`src/rtl/fetch_stage.sv`:
```
// fetch_stage: instruction fetch stage of the five-stage core.
// Owns the PC, drives the instruction-memory port, and holds the IF/ID
// register that feeds decode.
// Ports:
//   clk, rst_n          core clock; asynchronous active-low reset
//   stall               hold PC and IF/ID
//   redirect/_pc        taken branch/jump target (wins over stall)
//   imem_data/_rdy      instruction word at imem_addr, valid when rdy
//   imem_addr/_en       fetch address (= pc) and request
//   pc                  current PC
//   if_id_instr/_pc2    instruction to decode and its PC+2
//   if_id_valid         IF/ID holds a real instruction (0 = bubble)
//   err                 sticky flag, set by an odd redirect target
module fetch_stage #(
  parameter logic [15:0] RESET_PC  = 16'h0000,
  parameter logic [15:0] NOP_INSTR = 16'h0800
) (
  input  logic        clk,
  input  logic        rst_n,
  input  logic        stall,
  input  logic        redirect,
  input  logic [15:0] redirect_pc,
  input  logic [15:0] imem_data,
  input  logic        imem_rdy,
  output logic [15:0] imem_addr,
  output logic        imem_en,
  output logic [15:0] pc,
  output logic [15:0] if_id_instr,
  output logic [15:0] if_id_pc2,
  output logic        if_id_valid,
  output logic        err
);

  typedef enum logic {FETCH = 1'b0, HALTED = 1'b1} state_t;

  state_t      state, state_nx;
  logic [15:0] pc_nx, instr_nx, pc2_nx;
  logic        valid_nx, err_nx;
  logic [15:0] pc_inc;

  // 16-bit modulo increment: 16'hFFFE wraps to 16'h0000 silently
  assign pc_inc = pc + 16'd2;

  always_comb begin
    state_nx = state;
    pc_nx    = pc;
    instr_nx = if_id_instr;
    pc2_nx   = if_id_pc2;
    valid_nx = if_id_valid;
    err_nx   = err;
    if (redirect) begin
      // redirect overrides stall and HALT; odd target is flagged, not fixed
      pc_nx    = redirect_pc;
      instr_nx = NOP_INSTR;
      pc2_nx   = 16'h0000;
      valid_nx = 1'b0;
      state_nx = FETCH;
      if (redirect_pc[0]) err_nx = 1'b1;
    end else if (stall) begin
      // hold everything
    end else if (state == HALTED || !imem_rdy) begin
      // bubble per cycle while halted or waiting on memory
      instr_nx = NOP_INSTR;
      pc2_nx   = 16'h0000;
      valid_nx = 1'b0;
    end else begin
      instr_nx = imem_data;
      pc2_nx   = pc_inc;
      valid_nx = 1'b1;
      if (imem_data[15:11] == 5'b00000) state_nx = HALTED;  // HALT: PC freezes
      else                              pc_nx    = pc_inc;
    end
  end

  always_ff @(posedge clk or negedge rst_n) begin
    if (!rst_n) begin
      state       <= FETCH;
      pc          <= RESET_PC;
      if_id_instr <= NOP_INSTR;
      if_id_pc2   <= 16'h0000;
      if_id_valid <= 1'b0;
      err         <= 1'b0;
    end else begin
      state       <= state_nx;
      pc          <= pc_nx;
      if_id_instr <= instr_nx;
      if_id_pc2   <= pc2_nx;
      if_id_valid <= valid_nx;
      err         <= err_nx;
    end
  end

  assign imem_addr = pc;
  assign imem_en   = rst_n & (state == FETCH) & ~stall;

endmodule
```
`config.mk`:
```
export PLATFORM = sky130hd
export DESIGN_NAME = fetch_stage
export DESIGN_NICKNAME = d
export VERILOG_FILES = /design/src/rtl/fetch_stage.sv
export SDC_FILE = /design/constraint.sdc
export NUM_CORES = 1
export LEC_CHECK = 0
export CAP_MARGIN = 30
export CORE_MARGIN = 1.5
export CORE_UTILIZATION = 40
export DETAILED_ROUTE_END_ITERATION = 16
export HOLD_SLACK_MARGIN = 0.06
export PLACE_DENSITY = 0.77
export RECOVER_POWER = 50
export SLEW_MARGIN = 40
export SYNTH_ARGS = -nofsm -noshare
export SYNTH_HDL_FRONTEND = slang
export SYNTH_SLANG_ARGS = --single-unit
export TNS_END_PERCENT = 100
```
`constraint.sdc`:
```
create_clock -name clk -period 1.8 [get_ports clk]
set_input_delay 0.27 -clock clk [delete_from_list [all_inputs] [get_ports clk]]
set_output_delay 0.27 -clock clk [all_outputs]
set_load 0.05 [all_outputs]
```
Word level (Yosys, flattened, before mapping)
Cells that the tools add are included.
{"block": "word_totals", "register_bits": 51, "input_bits": 37, "out_inout_bits": 67, "word_cells": 38}
{"block": "classes", "add_sub_neg": 1, "eq_ne": 3, "n_mux": 17, "bitwise_logic": 4, "n_reduce_logical": 7}
{"operator": "16-bit two-way mux", "count": 10}
{"operator": "16-bit by 2-bit adder with 16-bit output (second input constant)", "count": 1}
{"operator": "1-bit two-way mux", "count": 7}
{"operator": "3-bit AND reduction", "count": 2}
{"operator": "5-bit logical NOT", "count": 1}
{"operator": "2-bit != test (second input constant)", "count": 2}
{"operator": "1-bit AND", "count": 2}
{"operator": "2-bit by 1-bit != test with 1-bit output (second input constant)", "count": 1}
{"operator": "1-bit inverter", "count": 2}
{"operator": "2-bit AND reduction", "count": 1}
{"operator": "2-bit nonzero test", "count": 1}
{"operator": "1-bit logical NOT", "count": 1}
{"operator": "1-bit logical OR", "count": 1}

Logic depth before layout (Yosys ltp)
{"block": "logic_depth", "depth_word": 5, "depth_mapped": 6, "ltp_nobuf": 5}

Worst setup path after synthesis
OpenSTA, ideal clock, no wires.
{"block": "synth_path", "path_kind": "reg-to-reg", "from": "reg pc[1], in the netlist imem_addr[1]", "to": "reg pc[13], in the netlist imem_addr[13]", "setup_ps": 82, "arrival_time_ps": 1890, "required_ps": 1718, "setup_slack_ps": -172, "path_stages_with_launch": 6, "path_buffers": 0, "period_less_slack_ps": 1972, "path_cell_list": "dfrtp_1 > ha_1 > and2_1 > nand4_1 > or3_2 > a31oi_1"}
{"block": "synth_between", "elab_chain_len": 5}
{"element": "from (decl)", "line_no": "27", "rtl": "output logic [15:0] pc,"}
{"element": "from (signal assigned)", "line_no": "85", "rtl": "pc <= pc_nx;"}
{"element": "16-bit by 2-bit adder with 16-bit output", "line_no": "42", "rtl": "assign pc_inc = pc + 16'd2;"}
{"element": "16-bit two-way mux", "line_no": "70", "rtl": "if (imem_data[15:11] == 5'b00000) state_nx = HALTED;"}
{"element": "16-bit two-way mux", "line_no": "61", "rtl": "end else if (state == HALTED || !imem_rdy) begin"}
{"element": "16-bit two-way mux", "line_no": "59", "rtl": "end else if (stall) begin"}
{"element": "16-bit two-way mux", "line_no": "51", "rtl": "if (redirect) begin"}
No other way between the ends. The select of a mux whose other input is x is not followed.
A chain may end at the register's enable or synchronous reset.

Worst setup path in the final report
{"block": "layout_path", "from": "reg if_id_instr[2]", "to": "out if_id_instr[2]"}
{"element": "from (decl)", "line_no": "28", "rtl": "output logic [15:0] if_id_instr,"}
{"element": "from (signal assigned)", "line_no": "86", "rtl": "if_id_instr <= instr_nx;"}
No word-level cell between the ends.

==> flow_metrics.env <==
export IMPL_synth_cells=242
export IMPL_setup_violations=0
export IMPL_clock_root_buffer="clkbuf_8"
export IMPL_period_share_pct=97.7
export IMPL_cts_buffers=5
export IMPL_syn_to_final_growth_pct=46.0
export IMPL_syn_mean_instance_area_sq_um=10.6
export IMPL_placed_cells=425
export IMPL_drive_above_1_share_pct=24.0
export IMPL_min_path_type="primary input to flop"
export IMPL_io_pins=104
export IMPL_clk_pin_slew_worst_paths_ns=0.10
export IMPL_yosys_top_cells_area="dfrtp_1, a22o_1, buf_4, nand2_1, o21ai_0"
export IMPL_postPlaceCellArea_sq_um=3660
export IMPL_postRouteAntennaNets=0
export IMPL_clock_insertion_delay_worst_skew_ns=0.31
export IMPL_dr_pass1_iters=4
export IMPL_min_to="if_id_instr[12]"
export IMPL_worstSetupStartpoint="if_id_instr[2]"
export IMPL_vdd_drop_max_mv=0.417
export IMPL_rsz0062_at_grt="no"
export IMPL_drc=0
export IMPL_async_reset_ff_share_pct=100
export IMPL_fin_crit_ns=1.76
export IMPL_io_buffers=103
export IMPL_synth_seq_cells=51
export IMPL_fin_util_pct=59.8
export IMPL_relSlewSlack_pct=15.1
export IMPL_fp_dieH_um=83.2
export IMPL_slowest_delay_ns=0.80
export IMPL_finalNonFillerCells=436
export IMPL_cts_sinks=51
export IMPL_hpwlAfterDp_um=5330
export IMPL_ys_warn_count=0
export IMPL_worstPathRequired_ns=1.53
export IMPL_outcome="finished, final reports clean"
export IMPL_clock_fmax_ghz=0.569
export IMPL_cts_buffer_depth=2
export IMPL_layout_commonest_cell="buf_4"
export IMPL_critical_path_top_delay_family="buffers and inverters"
export IMPL_critPathKind="flop to primary output"
export IMPL_maxCapViolations=0
export IMPL_cts_hold_buf=0
export IMPL_grt_pass1_vias=2304
export IMPL_clockPowerShare_pct=26.7
export IMPL_grt_pass1_wl_um=11800
export IMPL_yosysTopAreaCell="dfrtp_1"
export IMPL_p_int_w=0.00195
export IMPL_finish_instance_area_sq_um=3750
export IMPL_worstHoldStart="imem_data[12]"
export IMPL_critical_path_arrival_ns=1.49
export IMPL_synth_top_cell_area_share_pct=48.7
export IMPL_critPathCaptureType="primary output"
export IMPL_cp_depth=1
export IMPL_routed_wirelength_um=7170
export IMPL_synth_edf_count=0
export IMPL_grt_overflow=0
export IMPL_mostFrequentLayoutCells="buf_4, dfrtp_1, clkdlybuf4s50_1"
export IMPL_cp_num_buf_inv=1
export IMPL_gp_congestion=0.912
export IMPL_worst_slew_pin_slew_ns=1.27
export IMPL_combPwrFrac_pct=31.0
export IMPL_r2r_slack_ns=0.11
export IMPL_path_cells="clkdlybuf4s50_1"
export IMPL_cp_start_kind="flop"
export IMPL_rr_startpoint="state"
export IMPL_reg2reg_to="imem_addr[15]"
export IMPL_drv_slew=0
export IMPL_slowest_stage="clkdlybuf4s50_1"
export IMPL_rows=29
export IMPL_synth_ff_type="dfrtp_1"
export IMPL_grtUsageTotal_pct=21.4
export IMPL_reg2regPathDepth=6
export IMPL_vias=2316
export IMPL_p_sw_w=0.00108
export IMPL_finalNetCount=396
export IMPL_antenna_found_initial=0
export IMPL_fp_coreArea_sq_um=6280
export IMPL_wl_per_cell_um=16.4
export IMPL_whs_path_depth=2
export IMPL_start_util_pct=41.0
export IMPL_cts_htree_levels=2
export IMPL_ys_seq_area_share_pct=49.7
export IMPL_pwr_share_seq_pct=42.3
export IMPL_critPathMaxFanout=2
export IMPL_switching_share_pct=35.6
export IMPL_antennaDiodeCount=0
export IMPL_grt_max_degree=52
export IMPL_fin_skew_ns=0.00833
export IMPL_power_density_nw_per_um2=808
export IMPL_syn_cell_area_sq_um=2570
export IMPL_viasPerCell=5.31
export IMPL_drt_iter0_markers=199
export IMPL_p_leak_nw=1.75
export IMPL_dieArea_sq_um=6920
export IMPL_cts_tree="yes"
export IMPL_syn_num_nets=280
export IMPL_die_w_um=83.2
export IMPL_hold_viol_final=0
export IMPL_synth_cell_types=53
-- state kept, by name, summed over array words and instances (netlist names) --
name	cells
if_id_valid	1
if_id_instr	16
err	1
imem_addr	16
state	1
if_id_pc2	16
-- per-layer routing --
metal	part of all wire, %	global-route usage [%]
met5	0	0
met2	50	36.2
met1	42	28.1
met3	5.8	3.48
met4	1.9	6.97
-- power groups by stage --
stage | Clock (W) | Sequential (W) | Combinational, W
after floorplan | 0 | 0.00155 | 0.000369
after global placement | 0 | 0.00130 | 0.000960
after detailed placement | 0 | 0.00131 | 0.000970
after CTS | 0.000836 | 0.00128 | 0.000973
after global routing | 0.000876 | 0.00129 | 0.000990
final | 0.000810 | 0.00128 | 0.000942
-- area by class of cell --
type / instances / area [sq um]
repair buffers: 139 / 1170
clock buffers: 5 / 68.8
flip-flops and latches: 51 / 1280
fillers: 568 / 2520
well taps: 77 / 96.3
inverters: 2 / 7.51
multi-input cells: 159 / 1080
clock inverters: 3 / 43.8
-- cell usage after synthesis (all sizes together), types with 2 or more instances --
master,n
a21oi,4
a221o,2
a22o,16
a31oi,3
and2,2
and3,3
and4,2
and4bb,2
buf,21
clkbuf,9
dfrtp,50
inv,2
nand2,31
nand3,8
nand4,2
nor2,10
nor3,2
nor3b,3
nor4b,3
o211ai,6
o21ai,21
o22ai,2
o311ai,2
or4,3
xnor2,9
xor2,7
-- cell families (layout without fill, tap and decap cells) --
family,Yosys count,in the layout,share of synthesized area (%)
xor gates and xnor gates,16,16,5.45
muxes,2,2,0.827
buffers and inverters,32,149,8.71
DFF,51,51,49.7
adders and majority gates,1,1,0.487
and+or+nand+nor,77,77,16.9
AOI/OAI and AO/OA,63,63,17.9
-- what timing repair did --
action                     4_1_cts  5_1_grt
setup buffers                    0        3
gates resized for setup          0       17
setup endpoints to repair        0       12
-- metrics by stage --
stage / power (W) / setup TNS (ns) / hold WS (ns) / setup WS, ns
2_1_floorplan: 0.00192 / -0.0908 / -0.0256 / -0.0908
3_3_place_gp: 0.00226 / -3.40 / 0.449 / -0.275
3_5_place_dp: 0.00228 / -3.84 / 0.459 / -0.299
4_1_cts: 0.00309 / 0 / 0.140 / 0.0124
5_1_grt: 0.00316 / 0 / 0.265 / 0.000407
6_report: 0.00303 / 0 / 0.279 / 0.0418
-- how the worst max path moves through the flow --
stage                            to  slack (ns)
floorplan             imem_addr[13]       -0.09
global placement       imem_addr[9]       -0.28
detailed placement     imem_addr[9]       -0.30
CTS                  if_id_instr[5]        0.01
global route        if_id_instr[12]      0.0004
finish               if_id_instr[2]        0.04
Note: power is estimated with default switching activity, not from simulation.
